--- config.mk ---
export PLATFORM = sky130hd
export DESIGN_NAME = booth_radix4_mul_seq
export DESIGN_NICKNAME = d
export VERILOG_FILES = /design/src/rtl/mul_pkg.sv /design/src/rtl/booth_pp_gen.sv /design/src/rtl/booth_radix4_mul_seq.sv
export SDC_FILE = /design/constraint.sdc
export NUM_CORES = 2
export LEC_CHECK = 0
export ABC_AREA = 1
export BUFFER_PORTS_ARGS = -buffer_cell sky130_fd_sc_hd__clkbuf_2
export CORE_MARGIN = 2
export CORE_UTILIZATION = 30
export CTS_CLUSTER_SIZE = 40
export DETAILED_ROUTE_END_ITERATION = 8
export HOLD_SLACK_MARGIN = 0.15
export SETUP_SLACK_MARGIN = 0.2
export SLEW_MARGIN = 20
export SYNTH_ARGS = -nofsm -noshare
export SYNTH_HDL_FRONTEND = slang
export SYNTH_HIERARCHICAL = 1
export SYNTH_SLANG_ARGS = --single-unit
--- constraint.sdc ---
create_clock -name clock -period 9.7 [get_ports clock]
set_clock_uncertainty 0.15 [all_clocks]
set_input_delay 0.485 -clock clock [delete_from_list [all_inputs] [get_ports clock]]
set_output_delay 0.485 -clock clock [all_outputs]
set_load 0.1 [all_outputs]
--- src/rtl/mul_pkg.sv ---
// mul_pkg: shared FSM states, mul_signed mode codes and Booth digit
// decoding for the sequential radix-4 Booth multiplier.
package mul_pkg;

  typedef enum logic [1:0] {
    ST_IDLE = 2'd0,
    ST_BUSY = 2'd1,
    ST_DONE = 2'd2
  } mul_state_e;

  // mul_signed encodings; 2'b01 is treated like MUL_UU.
  localparam logic [1:0] MUL_SS = 2'b11;
  localparam logic [1:0] MUL_SU = 2'b10;
  localparam logic [1:0] MUL_UU = 2'b00;

  typedef enum logic [2:0] {
    DIG_ZERO = 3'd0,
    DIG_P1   = 3'd1,
    DIG_P2   = 3'd2,
    DIG_M1   = 3'd3,
    DIG_M2   = 3'd4
  } booth_dig_e;

  // Radix-4 Booth recoding of the window {b[2i+1], b[2i], b[2i-1]}.
  function automatic booth_dig_e booth_decode(input logic [2:0] win);
    booth_dig_e dig;
    case (win)
      3'b001, 3'b010: dig = DIG_P1;
      3'b011:         dig = DIG_P2;
      3'b100:         dig = DIG_M2;
      3'b101, 3'b110: dig = DIG_M1;
      default:        dig = DIG_ZERO;
    endcase
    return dig;
  endfunction

endpackage

--- src/rtl/booth_pp_gen.sv ---
// booth_pp_gen: one radix-4 Booth digit applied to the (already extended and
// aligned) multiplicand, giving a two's-complement partial product.
module booth_pp_gen
  import mul_pkg::*;
#(
  parameter int unsigned PW = 128
) (
  input  logic [2:0]    i_win,
  input  logic [PW-1:0] i_mcand,
  output logic [PW-1:0] o_pp
);

  booth_dig_e w_dig;

  // Decode the window and select {-2,-1,0,+1,+2} x multiplicand.
  always_comb begin
    w_dig = booth_decode(i_win);
    case (w_dig)
      DIG_P1:  o_pp = i_mcand;
      DIG_P2:  o_pp = i_mcand << 1;
      DIG_M1:  o_pp = -i_mcand;
      DIG_M2:  o_pp = -(i_mcand << 1);
      default: o_pp = '0;
    endcase
  end

endmodule

--- src/rtl/booth_radix4_mul_seq.sv ---
// booth_radix4_mul_seq: iterative radix-4 Booth multiplier, DPC digits per
// BUSY cycle, valid/ready on both sides, flush, RV64M MUL* and MULW forms.
// Optional build macro: MUL_ZERO_BYPASS_EN (zero operand skips BUSY).
module booth_radix4_mul_seq
  import mul_pkg::*;
#(
  parameter int unsigned XLEN = 64,
  parameter int unsigned DPC  = 1
) (
  input  logic            clock,
  input  logic            reset,
  input  logic            in_valid,
  output logic            in_ready,
  input  logic            flush,
  input  logic            mulw,
  input  logic [1:0]      mul_signed,
  input  logic [XLEN-1:0] multiplicand,
  input  logic [XLEN-1:0] multiplier,
  output logic            out_valid,
  input  logic            out_ready,
  output logic [XLEN-1:0] result_hi,
  output logic [XLEN-1:0] result_lo
);

  localparam int unsigned HW       = XLEN / 2;
  // Only product bits [2*XLEN-1:0] are observable, so the accumulator and the
  // shifted multiplicand are kept modulo 2^(2*XLEN).
  localparam int unsigned PW       = 2 * XLEN;
  // Multiplier register: bit 0 is Booth bit -1, then W+2 extended bits.
  localparam int unsigned MW       = XLEN + 3;
  localparam int unsigned CYC_FULL = (XLEN / 2 + DPC) / DPC;
  localparam int unsigned CYC_WORD = (XLEN / 4 + DPC) / DPC;
  localparam int unsigned CW       = $clog2(CYC_FULL) + 1;

  mul_state_e      r_state;
  mul_state_e      w_state_nxt;
  logic            w_accept;
  logic            w_finish;
  logic            w_bypass;

  logic [PW-1:0]   r_mcand;
  logic [MW-1:0]   r_mplier;
  logic [PW-1:0]   r_acc;
  logic [CW-1:0]   r_cnt;
  logic            r_mulw;
  logic [XLEN-1:0] r_res_hi;
  logic [XLEN-1:0] r_res_lo;

  logic            w_sa;
  logic            w_sb;
  logic [PW-1:0]   w_a_ext;
  logic [XLEN+1:0] w_b_ext;
  logic [PW-1:0]   w_pp [DPC];
  logic [PW-1:0]   w_acc_nxt;
  logic [XLEN-1:0] w_res_hi;
  logic [XLEN-1:0] w_res_lo;

  assign result_hi = r_res_hi;
  assign result_lo = r_res_lo;

  // Sign/zero-extend the effective operands (low half in word mode).
  always_comb begin
    w_sa = 1'b0;
    w_sb = 1'b0;
    if (mul_signed == MUL_SS || mul_signed == MUL_SU)
      w_sa = mulw ? multiplicand[HW-1] : multiplicand[XLEN-1];
    if (mul_signed == MUL_SS)
      w_sb = mulw ? multiplier[HW-1] : multiplier[XLEN-1];
    if (mulw) begin
      w_a_ext = {{(PW-HW){w_sa}}, multiplicand[HW-1:0]};
      w_b_ext = {{(XLEN+2-HW){w_sb}}, multiplier[HW-1:0]};
    end else begin
      w_a_ext = {{(PW-XLEN){w_sa}}, multiplicand};
      w_b_ext = {{2{w_sb}}, multiplier};
    end
  end

`ifdef MUL_ZERO_BYPASS_EN
  // Zero effective operand: product is known to be 0 without iterating.
  always_comb begin
    if (mulw)
      w_bypass = (multiplicand[HW-1:0] == '0) || (multiplier[HW-1:0] == '0);
    else
      w_bypass = (multiplicand == '0) || (multiplier == '0);
  end
`else
  // Every operation takes the full iterative latency.
  always_comb w_bypass = 1'b0;
`endif

  // DPC Booth digits per cycle; digit k sees the multiplicand shifted by 2k.
  for (genvar k = 0; k < DPC; k++) begin : g_pp
    logic [PW-1:0] w_mc_sh;
    assign w_mc_sh = r_mcand << (2 * k);
    booth_pp_gen #(.PW(PW)) u_pp (
      .i_win   (r_mplier[2*k+2 -: 3]),
      .i_mcand (w_mc_sh),
      .o_pp    (w_pp[k])
    );
  end

  // Accumulate this cycle's partial products.
  always_comb begin
    w_acc_nxt = r_acc;
    for (int unsigned k = 0; k < DPC; k++)
      w_acc_nxt = w_acc_nxt + w_pp[k];
  end

  // Format the final product; word mode sign-extends each W-bit half.
  always_comb begin
    if (r_mulw) begin
      w_res_lo = {{HW{w_acc_nxt[HW-1]}}, w_acc_nxt[HW-1:0]};
      w_res_hi = {{HW{w_acc_nxt[XLEN-1]}}, w_acc_nxt[XLEN-1:HW]};
    end else begin
      w_res_hi = w_acc_nxt[PW-1:XLEN];
      w_res_lo = w_acc_nxt[XLEN-1:0];
    end
  end

  // Next-state and handshake outputs.
  always_comb begin
    w_state_nxt = r_state;
    w_accept    = 1'b0;
    w_finish    = 1'b0;
    in_ready    = 1'b0;
    out_valid   = 1'b0;
    case (r_state)
      ST_IDLE: begin
        in_ready = 1'b1;
        if (in_valid && !flush) begin
          w_accept    = 1'b1;
          w_state_nxt = w_bypass ? ST_DONE : ST_BUSY;
        end
      end
      ST_BUSY: begin
        if (flush) begin
          w_state_nxt = ST_IDLE;
        end else if (r_cnt == '0) begin
          w_finish    = 1'b1;
          w_state_nxt = ST_DONE;
        end
      end
      ST_DONE: begin
        out_valid = 1'b1;
        if (flush || out_ready) w_state_nxt = ST_IDLE;
      end
      default: w_state_nxt = ST_IDLE;
    endcase
  end

  // State register.
  always_ff @(posedge clock or negedge reset) begin
    if (!reset) r_state <= ST_IDLE;
    else        r_state <= w_state_nxt;
  end

  // Operand latch, iteration datapath, digit counter and result holding.
  always_ff @(posedge clock or negedge reset) begin
    if (!reset) begin
      r_mcand  <= '0;
      r_mplier <= '0;
      r_acc    <= '0;
      r_cnt    <= '0;
      r_mulw   <= 1'b0;
      r_res_hi <= '0;
      r_res_lo <= '0;
    end else begin
      if (w_accept) begin
        r_mcand  <= w_a_ext;
        r_mplier <= {w_b_ext, 1'b0};
        r_acc    <= '0;
        r_cnt    <= mulw ? CW'(CYC_WORD - 1) : CW'(CYC_FULL - 1);
        r_mulw   <= mulw;
      end else if (r_state == ST_BUSY) begin
        r_acc    <= w_acc_nxt;
        r_mcand  <= r_mcand << (2 * DPC);
        r_mplier <= {{(2*DPC){r_mplier[MW-1]}}, r_mplier[MW-1:2*DPC]};
        r_cnt    <= r_cnt - 1'b1;
      end
      if (w_finish) begin
        r_res_hi <= w_res_hi;
        r_res_lo <= w_res_lo;
      end else if (w_accept && w_bypass) begin
        r_res_hi <= '0;
        r_res_lo <= '0;
      end
    end
  end

endmodule
# Word level (Yosys, flattened, before mapping)
# Index checks and enable logic that the tools add are counted.
# Widths: inputs -> output; s select.
[classes] muxes=31 eq_ne=17 reduce_logical=10 add_sub_neg=4
[op_table] cell="$mux 128" n=4
[op_table] cell="$pmux 128 s4" n=1
[op_table] cell="$mux 64" n=4
[op_table] cell="$neg 128->128" n=2
[op_table] cell="$add 128x128->128" n=1
[op_table] cell="$mux 67" n=1
[op_table] cell="$mux 66" n=1
[op_table] cell="$mux 7" n=2
[op_table] cell="$eq 3x2->1 const B" n=4
[op_table] cell="$eq 3x3->1 const B" n=4
[op_table] cell="$pmux 3 s4" n=1
[op_table] cell="$mux 1" n=11
[op_table] cell="$mux 2" n=4
[op_table] cell="$logic_not 7->1" n=1
[op_table] cell="$sub 7x1->7 const B" n=1
[op_table] cell="$eq 2x2->1 const B" n=3
[op_table] cell="$eq 3x1->1 const B" n=2
[op_table] cell="$mux 6" n=1
[op_table] cell="$pmux 2 s3" n=1
[op_table] cell="$ne 2x2->1 const B" n=2
[op_table] cell="$reduce_or 2->1" n=2
[op_table] cell="$ne 3x3->1 const B" n=1
[op_table] cell="$reduce_and 3->1" n=1
[op_table] cell="$eq 2x1->1 const B" n=1
[op_table] cell="other kinds (5)" n=6
[word_totals] wordCells=71 output_inout_bits=130 reg_bits=461

# Longest topological paths before layout
[logic_depth] depth_word=8 mapped_depth=29

# Hierarchy
# Netlist, hierarchy kept.
[modules_own_cells] module="booth_radix4_mul_seq" area_each_um2=33322.0 seq_area_each_um2=11536.1 cells_per_inst=5345 n_inst=1
[modules_own_cells] module="booth_pp_gen" area_each_um2=7826.3 seq_area_each_um2=0.0 cells_per_inst=1657 n_inst=1

# Least setup slack after synthesis
# No wires, ideal clock.
[synth_timing] path_kind="register to register" from="reg r_mcand[0] (netlist: g_pp[0].w_mc_sh[0])" to="reg r_res_hi[33] (netlist: result_hi[33])" path_slack_ns=6.132 stages_incl_launch_ff=28 period_less_slack_ns=3.568 t_arrival_ns=3.295 setup_ns=0.123 cell_sequence="dfrtp_1 > inv_1 > ha_1 > nand2_2 > nor2_8 > nand2_4 > nor2_4 > nand2_1 > xor2_1 > nand2_1 > nand3b_1 > ha_1 > nand2_1 > nor2_1 > inv_2 > nor2_2 > inv_2 > nor2_2 > inv_1 > nor2_1 > nand2_1 > nand2_2 > nand2_1 > nand3_1 > nand2_1 > inv_2 > buf_8 > a21oi_2"
[synth_rtl] item="start, declared" line_no="booth_radix4_mul_seq.sv:41" text="logic [PW-1:0] r_mcand;"
[synth_rtl] item="start signal, assigned" line_no="booth_radix4_mul_seq.sv:169" text="r_mcand <= w_a_ext;"
[synth_rtl] item="start signal, assigned" line_no="booth_radix4_mul_seq.sv:176" text="r_mcand <= r_mcand << (2 * DPC);"
[synth_rtl] item="end signal, assigned" line_no="booth_radix4_mul_seq.sv:181" text="r_res_hi <= w_res_hi;"
[synth_rtl] item="end, declared" line_no="booth_radix4_mul_seq.sv:46" text="logic [XLEN-1:0] r_res_hi;"

==> results.md <==
* First-pass detailed-route iteration total at 6
* Max-slew headroom at 21.0%
* Initial Utilization at 30.3%
* Violation count after the first detailed-routing iteration at roughly 4500
* Seq/Total Area, Yosys at 28.0%
* Cell types with the highest counts after synthesis: 2635 x nand2_1, 1378 x inv_1, 758 x nor2_1, 461 x dfrtp_1, 408 x nand3_1
* Via total after detailed routing at 45700
* Post-CTS repair timing setup buffer count at 0
* Die extent in x at about 370 um
* Root buffer cell: clkbuf_16
* Clock transition at path regs at 0.06 ns
* Port Buf Inserts at approximately 270
* Total of warnings raised by yosys at 6
* # hold bufs at CTS at 134
* Critical Setup Path Class: flop to flop
* Maximum cell stage delay along the critical path at 0.79 ns
* Clock Latency Late Sink at 0.71 ns
* Vias per cell at 5.00
* Fill cells at 15300
* Dominant cell type by area after synthesis: dfrtp_1
* Worst min-delay path class: primary input to async pin
* Placer congestion estimate at 1.05
* Cell-by-cell listing of the critical path: or2_1 > nand2_1 > nor2_1 > buf_4 > inv_2 > buf_4 > o22ai_1 > inv_1 > nand3_1 > ha_1 > nand2_1 > nor2_1 > inv_1 > nor3_1 > nand2_1 > inv_1 > nand2_1 > nor2_1 > nand2_1 > nand3_1 > nand3_1 > a21oi_2
* Hold Fails Final Rpt at 0
* Slew Viols, Final at 0
* H-tree level count at 2
* Synth cell types at between 40 and 50
* Global-route congestion overflow total at 0
* Unrepaired setup endpoints after global routing: no
* Transition at the pin with the smallest max-transition slack at 1.19 ns
* Count of state elements after synthesis at 461
* Arrival time of data at the critical path endpoint at 6.55 ns
* Avg Synthesized Cell Area at 5.88 um2
* Number of setup violations in the final report at 0
* Area contributors post-synth: dfrtp_1 28%, nand2_1 24%, inv_1 13%
* Overall routing resource usage at 27.1%
* Slowest library cell on the worst path: buf_4
* Detailed-route wire length per cell at 21.3 um
* Most prevalent standard cell on the critical path: nand2_1
* Required time at the endpoint of the critical path at 10.15 ns
* DRC violations left at 0
* Worst R2R Setup Slack at 3.60 ns
* Count of flip-flops with a built-in enable after synthesis at 0
* Via count of the first global-routing pass at 43500
* Maximum capacitance violations at 0
* Fraction of the core area covered by cells at the end of the flow at 35.1%
* Total clock sinks at 461
* Synthesized Nets at just over 7000
* Aggregate routed wire length at 194000 um
* CTS Buf Count at 59
* Layout cells sized above 1 at 7.33%
* Bufs on Longest Clock Path at 3
* Achievable clock frequency at approximately 160 MHz
* Area growth syn-to-layout at 15.7%
* Top-level I/O count at 266
* Area share of the largest cell type after synthesis at 28.0%
* Estimated wirelength of the detail-placed design at about 160000 um
* Overall die area at approximately 140000 um2
* Post-DRT Antenna Nets at 0
* Total core area at approximately 140000 um2
* Endpoint class of the critical path: flop
* # nets final at 7561
* Clock tree from TritonCTS: built
* Min Tclk post-route at 6.10 ns
* Global-route wire length before repair at 284000 um
* Post-synthesis instance area at a little over 40000 um2
* Setup total negative slack at 0 ns
* Async S/R FF share, synth at between 90% and 100%
* Synthesized instance count at 7002
* Post-route fraction of the period consumed by the critical path at 62.9%
* Die Ht at 374 um
* Number of antenna violations at the first check in global routing at 3
* Maximum number of pins on one net before global-route repair at approximately 190
* Placed standard-cell area at 44200 um2
* Setup crit start kind: flop
* Leading cell type by number of instances after synthesis: nand2_1
* Standard-cell rows at 135
* Quantity of gates resized following cts at 0
* Ys flop type: dfrtp_1
* Largest fanout on the critical path at 69
* Run status: finished, final reports clean
* Cell area after layout at 47600 um2
layout make-up:
class | instances | area (um2) | area share (%)
inverters | 1389 | 5220 | 11.0
repair buffers | 424 | 2920 | 6.13
clock buffers | 71 | 1580 | 3.32
multi-input cells | 4959 | 23600 | 49.6
diodes | 3 | 7.51 | 0.0158
well taps | 1781 | 2230 | 4.68
flip-flops and latches | 461 | 11500 | 24.2
clock inverters | 35 | 473 | 0.994
critical path, delay by kind of cell, from the launching register on:
kind | cells | cell delay [ns]
and+or+nand+nor | 13 | 2.59
adders and majority gates | 1 | 0.59
AOI/OAI and AO/OA | 2 | 0.35
DFF | 1 | 0.39
buffers and inverters | 6 | 1.86
cell usage in the layout, fill, tap and decap left out, drive strengths merged, types with 65 or more instances in the layout:
| cell type | instances |
|---|---|
| nand3b | 65 |
| o22ai | 94 |
| o21ai | 249 |
| a21oi | 146 |
| xor2 | 66 |
| inv | 1390 |
| o221ai | 145 |
| ha | 130 |
| dfrtp | 461 |
| nand3 | 410 |
| dlygate4sd3 | 134 |
| clkbuf | 335 |
| nand2 | 2667 |
| nor2 | 796 |
sequential cells by signal, summed over array words and instances, names as in the netlist:
| name | cells |
|---|---|
| r_state | 2 |
| r_acc | 128 |
| r_cnt | 7 |
| r_mulw | 1 |
| result_hi | 64 |
| result_lo | 64 |
| r_mplier | 67 |
| g_pp.w_mc_sh | 128 |
logic make-up after synthesis:
logic type / after synthesis / synth area share, %
AOI/OAI and AO/OA: 689 / 10.9
xor gates and xnor gates: 117 / 2.51
adders and majority gates: 131 / 4.00
buffers and inverters: 1582 / 14.6
DFF: 461 / 28.0
and+or+nand+nor: 4022 / 39.9
per-stage QoR:
step                      worst slack [ns]  cells  hold slack, ns
after floorplan                       6.13   7002          0.0394
after global routing                  3.30   9121           0.325
after global placement                3.78   8880           0.309
final                                 3.60   9123           0.263
after detailed placement              3.79   8880           0.311
after CTS                             3.73   9120           0.273
per-layer routing:
metal	GRT usage, %	share of wire (%)	wire (um)	vias up
met4	12.7	5.3	10300	0
met2	42.3	43	84200	1710
met3	2.78	6.3	12300	334
met1	37.4	45	87600	21500
met5	0	0	0	-
li1	-	-	-	22100
path summary, 6_finish.rpt:
| path | from | end | cells after the start |
|---|---|---|---|
| min | reset | g_pp[0].w_mc_sh[121] | 2 |
| max | r_mplier[1] | result_hi[36] | 22 |
| max reg2reg | r_mplier[1] | result_hi[36] | 22 |
| min in group clock | r_mplier[51] | r_mplier[51] | 2 |
| min reg2reg | r_mplier[51] | r_mplier[51] | 2 |
| max in group asynchronous | reset | result_hi[18] | 4 |
Power is left out: the tool's default activity adds up to more than one toggle a clock period on the data nets, which glitch-free logic cannot reach.
